$ cat src/rtl/int_ctrl.sv
// Interrupt/exception controller: latches irq edges, takes traps at commit boundaries,
// and qualifies return requests from decode. Exposes Status/Cause/EPC as a small CP0 file.
module int_ctrl #(
    parameter int NIRQ = 6
) (
    input  logic            clk,
    input  logic            rst,
    input  logic [NIRQ-1:0] irq,
    input  logic [31:0]     pc_cur,
    input  logic            inst_valid,
    input  logic            syscall,
    input  logic            eret_req,
    input  logic            eretn_req,
    input  logic            cp0_we,
    input  logic [4:0]      cp0_addr,
    input  logic [31:0]     cp0_wdata,
    output logic [31:0]     cp0_rdata,
    output logic            int_signal,
    output logic [31:0]     SEPC,
    output logic            ERET,
    output logic            ERETN
);

    typedef enum logic {RUN, HANDLER} state_t;

    state_t          state_q, state_d;
    logic            ie_q, ie_d;
    logic [NIRQ-1:0] im_q, im_d;
    logic [NIRQ-1:0] ip_q, ip_d;
    logic [4:0]      exc_code_q, exc_code_d;
    logic [2:0]      irq_idx_q, irq_idx_d;
    logic [31:0]     epc_q, epc_d;
    logic [NIRQ-1:0] irq_prev_q, irq_prev_d;

    logic [NIRQ-1:0] pend;
    logic [NIRQ-1:0] pend_lowest;
    logic [NIRQ-1:0] irq_rise;
    logic [2:0]      low_idx;
    logic            in_run;
    logic            take_trap;
    logic            eret_ok;
    logic            eretn_ok;
    logic            take_ret;
    logic            wr_status;
    logic            wr_cause;
    logic            wr_epc;
    logic            wdata_unused;

    assign wdata_unused = ^cp0_wdata;

    always_comb begin
        pend        = ip_q & im_q;
        pend_lowest = pend & (~pend + NIRQ'(1));
        irq_rise    = irq & ~irq_prev_q;
        low_idx     = '0;
        for (int i = NIRQ - 1; i >= 0; i--) begin
            if (pend[i]) begin
                low_idx = 3'(i);
            end
        end

        in_run    = (state_q == RUN);
        take_trap = in_run & inst_valid & (syscall | (ie_q & |pend));
        eret_ok   = ~in_run & eret_req;
        eretn_ok  = ~in_run & eretn_req & ~eret_req;
        take_ret  = eret_ok | eretn_ok;

        wr_status = cp0_we & (cp0_addr == 5'd12);
        wr_cause  = cp0_we & (cp0_addr == 5'd13);
        wr_epc    = cp0_we & (cp0_addr == 5'd14);

        // Reset wins over everything in its cycle, so no redirect escapes to the PC.
        int_signal = take_trap & ~rst;
        ERET       = eret_ok & ~rst;
        ERETN      = eretn_ok & ~rst;
        SEPC       = epc_q;
    end

    // Software writes first, then hardware events layered on top so they win collisions.
    always_comb begin
        state_d    = state_q;
        ie_d       = ie_q;
        im_d       = im_q;
        ip_d       = ip_q;
        exc_code_d = exc_code_q;
        irq_idx_d  = irq_idx_q;
        epc_d      = epc_q;
        irq_prev_d = irq;

        if (wr_status) begin
            ie_d = cp0_wdata[0];
            im_d = cp0_wdata[8 +: NIRQ];
        end
        if (wr_cause) begin
            ip_d = cp0_wdata[8 +: NIRQ];
        end
        if (wr_epc) begin
            epc_d = cp0_wdata;
        end

        if (take_trap) begin
            state_d = HANDLER;
            ie_d    = 1'b0;
            epc_d   = pc_cur;
            if (syscall) begin
                exc_code_d = 5'd8;
            end else begin
                exc_code_d = 5'd0;
                irq_idx_d  = low_idx;
                ip_d       = ip_d & ~pend_lowest;
            end
        end else if (take_ret) begin
            state_d = RUN;
            ie_d    = 1'b1;
        end

        ip_d = ip_d | irq_rise;
    end

    always_ff @(posedge clk) begin
        if (rst) begin
            state_q    <= RUN;
            ie_q       <= 1'b0;
            im_q       <= '0;
            ip_q       <= '0;
            exc_code_q <= '0;
            irq_idx_q  <= '0;
            epc_q      <= '0;
            irq_prev_q <= '0;
        end else begin
            state_q    <= state_d;
            ie_q       <= ie_d;
            im_q       <= im_d;
            ip_q       <= ip_d;
            exc_code_q <= exc_code_d;
            irq_idx_q  <= irq_idx_d;
            epc_q      <= epc_d;
            irq_prev_q <= irq_prev_d;
        end
    end

    always_comb begin
        cp0_rdata = '0;
        case (cp0_addr)
            5'd12: begin
                cp0_rdata[0]        = ie_q;
                cp0_rdata[8 +: NIRQ] = im_q;
            end
            5'd13: begin
                cp0_rdata[8 +: NIRQ] = ip_q;
                cp0_rdata[6:2]       = exc_code_q;
                cp0_rdata[18:16]     = irq_idx_q;
            end
            5'd14: cp0_rdata = epc_q;
            default: cp0_rdata = '0;
        endcase
    end

endmodule

$ cat config.mk
export PLATFORM = sky130hd
export DESIGN_NAME = int_ctrl
export DESIGN_NICKNAME = d
export VERILOG_FILES = /design/src/rtl/int_ctrl.sv
export SDC_FILE = /design/constraint.sdc
export NUM_CORES = 1
export LEC_CHECK = 0
export ABC_AREA = 0
export BUFFER_PORTS_ARGS = -buffer_cell sky130_fd_sc_hd__buf_2
export CORE_UTILIZATION = 47
export DETAILED_ROUTE_END_ITERATION = 6
export GPL_TIMING_DRIVEN = 0
export PLACE_DENSITY = 0.83
export SYNTH_ARGS = -nofsm -noshare
export SYNTH_HDL_FRONTEND = slang
export SYNTH_SLANG_ARGS = --single-unit
$ cat constraint.sdc
create_clock -name clk -period 1.8 [get_ports clk]
set_input_delay 0.09 -clock clk [delete_from_list [all_inputs] [get_ports clk]]
set_output_delay 0.09 -clock clk [all_outputs]
set_load 0.005 [all_outputs]
# Word-level counts from Yosys, hierarchy flattened
# Cells that the tools add are included.
word_totals:
  elab_cells: 68
  out_inout_bits: 67
  register_bits: 60
  in_bits: 82
classes:
  eq_ne: 3
  bitwise: 26
  addsub: 1
  reduce_logical: 6
  n_mux: 24
ops:
  columns: ["cell", "n"]
  rows:
  - ["$mux W32", 2]
  - ["$and A6 B6 Y6", 4]
  - ["$mux W3", 6]
  - ["$mux W6", 3]
  - ["$not A6 Y6", 3]
  - ["$pmux W6 S3", 1]
  - ["$eq A5 B4 Y1 const B", 3]
  - ["$mux W13", 1]
  - ["$and A1 B1 Y1", 12]
  - ["$pmux W5 S2", 1]
  - ["$add A6 B1 Y6 const B", 1]
  - ["$mux W1", 6]
  - ["$or A6 B6 Y6", 1]
  - ["$pmux W3 S2", 1]
  - ["$reduce_bool A2 Y1", 3]
  - ["$reduce_or A6 Y1", 1]
  - ["$mux W4", 1]
  - ["$not A1 Y1", 4]
  - ["$mux W2", 1]
  - ["$or A1 B1 Y1", 2]
  - ["$pmux W1 S2", 1]
  - ["$reduce_and A2 Y1", 1]
  - ["$reduce_or A2 Y1", 1]

# Depth between registers and ports, before layout
# Gate-level depths: netlist of run 1.
depth:
  ltp_word: 9
  mapped_depth: 6
  depth_no_buf: 4

# Worst setup path after synthesis of run 1
# OpenSTA, ideal clock, no wires.
synth_timing:
  path_kind: "reg-to-reg"
  from: "reg ip_q[2]"
  to: "reg epc_q[10] (netlist: SEPC[10])"
  path_slack_ns: 0.308
  synth_period_minus_slack_ns: 1.492
  required_ns: 1.654
  arrival_ns: 1.346
  setup_ns: 0.146
  path_buffers: 2
  stages_incl_launch_ff: 7
  cell_sequence: "dfxtp_1 -> a22o_2 -> o21bai_2 -> and2_1 -> buf_4 -> buf_6 -> a211oi_2"
synth_via:
  elab_chain_cells: 6
  word_cells_on_any_way: 7
  classes_between: "mux (1); bitwise (4); reduce/logical (2)"
synth_rtl:
  columns: ["element", "line", "text"]
  rows:
  - ["start, declared", "29", "logic [NIRQ-1:0] ip_q, ip_d;"]
  - ["start signal, assigned", "134", "ip_q <= ip_d;"]
  - ["$and A6 B6 Y6 (*)", "52", "pend = ip_q & im_q;"]
  - ["$reduce_or A6 Y1 (*)", "63", "take_trap = in_run & inst_valid & (syscall | (ie_q & |pend));"]
  - ["$and A1 B1 Y1 (*)", "63", null]
  - ["$or A1 B1 Y1 (*)", "63", null]
  - ["$and A1 B1 Y1 (*)", "63", null]
  - ["$mux W32 / $reduce_bool A2 Y1 (equally long branches)", null, null]
  - ["end signal, assigned", "137", "epc_q <= epc_d;"]
  - ["end, declared", "32", "logic [31:0] epc_q, epc_d;"]
# Every way passes the cells marked *; elsewhere a longest branch is shown, timed or not.
# A chain may end at the register's enable or synchronous reset.

# Worst setup path in the final report of run 1
layout_timing:
  from: "reg ip_q[0]"
  to: "out int_signal"
layout_via:
  elab_chain_cells: 6
layout_rtl:
  columns: ["element", "line", "text"]
  rows:
  - ["$and A6 B6 Y6", "52", null]
  - ["$reduce_or A6 Y1", "63", null]
  - ["$and A1 B1 Y1", "63", null]
  - ["$or A1 B1 Y1", "63", null]
  - ["$and A1 B1 Y1", "63", null]
  - ["$and A1 B1 Y1", "73", "int_signal = take_trap & ~rst;"]
  - ["end, declared", "18", "output logic int_signal,"]
# Every way passes these cells.

==> results of run 1 <==
==> flip-flops by register name (all words and copies together) (netlist names) <==
register,count
SEPC,32
exc_code_q,1
ie_q,1
im_q,6
ip_q,6
irq_idx_q,3
irq_prev_q,6
state_q,1
==> where the power goes <==
group / switching (W) / total (W) / internal, W
logic: 0.000233 / 0.000469 / 0.000235
registers: 0.0000648 / 0.00138 / 0.00132
clock network: 0.000438 / 0.000930 / 0.000492
total: 0.000736 / 0.00278 / 0.00204
==> area by class of cell <==
class	count	area, µm²
flip-flops and latches	56	1130
fillers	531	2190
clock buffers	7	96.3
clock inverters	1	30.0
multi-input cells	239	1830
inverters	2	7.51
plain buffers	31	224
well taps	77	96.3
repair buffers	156	816
==> per-stage QoR <==
stage               setup TNS (ns)  power (W)  utilization (%)
finish                           0    0.00278             65.9
detailed placement          -0.357    0.00185             61.9
global route               -0.0119    0.00287             65.9
CTS                              0    0.00276             65.2
global placement           -0.0169    0.00184             61.9
floorplan                        0    0.00163                -
==> critical path, cell delays in order (launching register included) <==
cell      delay [ns]
dfxtp_2         0.36
a22o_1          0.30
o21bai_4        0.17
and2_1          0.15
buf_6           0.11
buf_8           0.08
nor2_1          0.03
buf_2           0.15
==> timing repair <==
item | CTS | global route
setup endpoints to repair | 30 | 4
pin swaps | 4 | 1
hold endpoints to repair | 2 | 1
buffers inserted | 5 | 3
hold buffers | 2 | 1
resized for setup | 9 | 6
==> worst max-delay path by stage <==
stage	to	slack [ns]	cells past startpoint	from
floorplan	SEPC[10]	0.31	6	ip_q[2]
global placement	int_signal	-0.02	7	ip_q[5]
detailed placement	int_signal	-0.05	7	ip_q[5]
CTS	int_signal	0.01	7	ip_q[2]
global route	int_signal	-0.01	7	im_q[0]
finish	int_signal	0.04	7	ip_q[0]
==> cells by family after synthesis <==
family,after synthesis
DFF,56
AOI/OAI and AO/OA,110
buffers and inverters,33
and+or+nand+nor,91
muxes,38
==> per-layer routing <==
metal / global-route usage, % / part of all wire [%] / wire length (µm) / vias up
li1: - / - / - / 1557
met1: 35.2 / 43 / 4230 / 1558
met2: 47.5 / 49 / 4820 / 173
met3: 4.15 / 6.6 / 642 / 12
met4: 7.37 / 1.0 / 102 / 0
met5: 0 / 0 / 0 / -
==> Yosys cell counts, drive strengths merged, types with 3 or more instances <==
| master | instances | area [µm²] |
|---|---|---|
| o32ai | 3 | 26.3 |
| buf | 19 | 170 |
| a22o | 8 | 71.3 |
| a211oi | 35 | 413 |
| a22oi | 8 | 60.1 |
| dfxtp | 56 | 1120 |
| nand2 | 26 | 97.6 |
| and3 | 22 | 143 |
| nand3 | 7 | 35.0 |
| nor2 | 4 | 15.0 |
| a221oi | 4 | 35.0 |
| a21oi | 41 | 205 |
| nor2b | 9 | 56.3 |
| clkbuf | 12 | 45.0 |
| nand2b | 7 | 43.8 |
| mux2i | 38 | 380 |
| nor3 | 3 | 15.0 |
| nand3b | 4 | 42.5 |
| o21ai | 5 | 25.0 |
==> results.cfg, run 1 <==
[place]
gp_congestion = 0.911
dpl.hpwl_mm = 7.27
placed_area_um2 = 3980
dp.cells = 550
portBuffers = 145
pre_cts_ws_ns = -0.0546

[min_path]
hold_end = irq_prev_q[1]
holdCritStartpoint = irq[1]
hold-path-cell-count = 2
hold_path.class = in -> reg

[sta]
slew_viol_final = 0
setup_viol = 0
finalCritPeriodShare_pct = 97.6
slew_headroom_pct = 46.1
clock_skew_ns = 0.00834
worst-slew-pin-transition_ns = 0.805
hold_violations = 1
max_freq_mhz = 569
hold_ws_ns = -0.00958
fin_ws_ns = 0.0425
min_period_ns = 1.76

[detailed_routing]
postRouteAntennaNets = 0
drtIter0Drc = 254
vias = 3300
wl_mm = 9.80
viasPerCell = 5.80
drc = 22
firstDrtPassIters = 7
wire_per_inst_um = 17.2

[setup_path]
critical_path_arrival_ns = 1.67
cp-start-kind = flop
rr_endpoint = SEPC[7]
r2r_cells = 7
cp-end-kind = output port
crit-reg2reg-launch = ip_q[0]
crit_path_max_fanout = 6
critPathKind = reg -> out
rrSetupSlack_ns = 0.15
crit_required_ns = 1.71

[pwr]
leakage_nw = 1.94
vdd.ir_drop.worst_mv = 0.322
power.density_nw_per_um2 = 657

[clocking]
h-tree-depth = 2
clockBufferDepth = 2
clkSinkCount = 56
insertion_delay_ns = 0.32
path_clk_slew_ns = 0.10
numCtsBuffers = 5
root_buffer = clkbuf_8
cts_tree = done

[logic_synthesis]
avgSynthCellArea_um2 = 9.62
synth_flop_cell = dfxtp_1
yosysWarnings = 0
synth_seq_cells = 56
synth_nets = 410
ys_types = 42
synthCells = 328
synth_compound_area_share_pct = 28.5
synthMuxAreaShare_pct = 12.1
yosysSeqAreaShare_pct = 35.5
synth_edf_count = 0
synth_top_family_by_area = compound AO/OA/AOI/OAI gates
synthAdderAreaFrac_pct = 0
yosys.area_share.simple_pct = 16.8
syn-cell-area_um2 = 3160
synth_xor_area_share_pct = 0
async_reset_ff_share_pct = 0

[floorplanning]
core-area_um2 = 6420
fp.dieArea_um2 = 7050
die_h_um = 83.9
start_util_pct = 49.1
die_w_um = 83.9
row_count = 29
io_pins = 149

[global_routing]
grt_start_max_net_pins = 17
grt_pass1_vias = 3118
grt_first_pass_wirelength_mm = 15.3
overflow = 0
antenna_found_initial = 0
grt.total_usage_pct = 27.4

[final_layout]
final_area_um2 = 4230
final_cell_mix = 155 x buf_2, 48 x dfxtp_1, 41 x a21oi_1
fin_nets = 573
final_common_cell = buf_2
antennaDiodeCount = 0
fin_cells = 569
synthToLayoutAreaGrowth_pct = 34.1
drive_above_1_share_pct = 46.1

[run_status]
outcome = finished, violations left
violations = design-rule violations, negative hold slack

[flow_run]
cap_violations = 0
No activity file was read; power rests on OpenSTA's default activity.
==> run 2, diff against run 1 <==
- REMOVE_ABC_BUFFERS: unset -> 1
==> run 2 against run 1 <==
  * The run ends with design-rule violations, negative setup slack left
  * Via count increased by 0.91%
  * Cell area down 0.38%
  * Clock skew rose by 0.0042 ns
  * Die area unchanged
  * Sequential cell count is the same
  * Clock power shrank 21%
  * Critical path type unchanged
  * Largest cell class unchanged
==> results.cfg, run 2 (synthesis gave the netlist of run 1 again) <==
[final_layout]
synthToLayoutAreaGrowth_pct = 33.6
fin_nets = 559
drive_above_1_share_pct = 47.3
largest_reg_flops = 32
final_cell_mix = 147 x buf_2, 53 x dfxtp_1, 41 x a21oi_1
final_area_um2 = 4220
antennaDiodeCount = 0
final_common_cell = buf_2
fill_cells = 498

[sta]
slew_headroom_pct = 42.4
min_period_ns = 1.81
slew_viol_final = 0
max_freq_mhz = 553
worst-slew-pin-transition_ns = 0.860
hold_violations = 0
finalCritPeriodShare_pct = 100
rsz0062_at_grt = yes
tns_ns = -0.00784
clock_skew_ns = 0.0125
fin_ws_ns = -0.00784
setup_viol = 1

[clocking]
clkSinkCount = 56
numCtsBuffers = 5
insertion_delay_ns = 0.32
clockBufferDepth = 2
h-tree-depth = 2
path_clk_slew_ns = 0.09
root_buffer = clkbuf_8
cts_tree = done

[min_path]
hold_path.class = in -> reg

[floorplanning]
io_pins = 149
fp.dieArea_um2 = 7050
start_util_pct = 49.1
die_h_um = 83.9
row_count = 29
core-area_um2 = 6420
die_w_um = 83.9

[place]
placed_area_um2 = 3810
dpl.hpwl_mm = 6.42
portBuffers = 148
gp_congestion = 0.871

[pwr]
power.density_nw_per_um2 = 619
leakage_nw = 1.94
vdd.ir_drop.worst_mv = 0.360

[setup_path]
critPathKind = reg -> out
critical_path_arrival_ns = 1.72
cp-start-kind = flop
cp-end-kind = output port
crit_required_ns = 1.71
crit_path_max_fanout = 9

[global_routing]
overflow = 0
antenna_found_initial = 0
grt_start_max_net_pins = 62
grt.total_usage_pct = 28.4
grt_first_pass_wirelength_mm = 15.9
grt_pass1_vias = 3285

[detailed_routing]
vias = 3330
wl_mm = 10.2
drc = 16
viasPerCell = 6.00
drtIter0Drc = 285
wire_per_inst_um = 18.5
firstDrtPassIters = 7
postRouteAntennaNets = 0

[run_status]
outcome = finished, violations left
violations = design-rule violations, negative setup slack

[flow_run]
cap_violations = 0
-- run 2: changes by cell type in the layout (fill, tap and decap cells not counted), moves of 2 or more --
cell,change
buf_2,-8
clkinv_2,+2
dfxtp_1,+5
buf_4,+11
a2bb2oi_4,+2
buf_8,-2
clkbuf_1,-11
buf_6,-3
dfxtp_2,-6
-- run 2: stage by stage --
step	hold slack (ns)	setup WS, ns	utilization, %	power (W)	instances
after detailed placement	0.322	-1.04	59.3	0.00183	523
after CTS	0.00575	-0.177	62.9	0.00257	539
after floorplan	0.155	-1.03	-	0.00159	297
final	0.00487	-0.00784	65.7	0.00261	555
after global placement	0.317	-1.91	58.8	0.00180	522
after global routing	0.0210	-0.0745	65.7	0.00271	555
-- run 2: layout make-up --
type / count / area [µm²] / area share [%]
flip-flops and latches: 56 / 1130 / 26.7
inverters: 2 / 7.51 / 0.178
clock buffers: 6 / 82.6 / 1.96
clock inverters: 2 / 10.0 / 0.237
well taps: 77 / 96.3 / 2.28
multi-input cells: 241 / 1920 / 45.6
repair buffers: 171 / 971 / 23.0
-- run 2: worst paths after layout --
| path | cells after the start | slack (ns) | start | to |
|---|---|---|---|---|
| worst min register to register | 1 | 0.45 | irq_prev_q[2] | ip_q[2] |
| worst max register to register | 6 | 0.10 | ip_q[0] | SEPC[12] |
| worst min-delay path | 2 | 0.005 | irq[0] | irq_prev_q[0] |
| worst max-delay path | 6 | -0.008 | ip_q[0] | int_signal |
-- run 2: per-layer routing --
metal	up-vias	share of wire [%]	global-route usage [%]
li1	1536	-	-
met1	1574	38	32.3
met2	175	50	51.0
met3	45	7.6	5.64
met4	0	3.6	12.4
met5	-	0	0
-- run 2: worst max-delay path, cell delays in order, from the launching register on --
cell and delay (ns):
dfxtp_1 0.39, a22o_4 0.32, o21bai_4 0.17, and2_4 0.20
buf_12 0.13, nor2_1 0.04, buf_2 0.15
-- run 2: repair_timing --
action,in CTS,in global routing
cloned,3,0
pin swaps,3,3
endpoints found under the hold margin,2,0
setup endpoints to repair,50,31
hold buffers,2,0
resized for setup,6,10
setup buffers,3,16
-- run 2: where the power goes --
part / switching [W] / total, W / internal [W]
Clock: 0.000425 / 0.000734 / 0.000309
Combinational: 0.000243 / 0.000499 / 0.000256
Sequential: 0.0000644 / 0.00138 / 0.00131
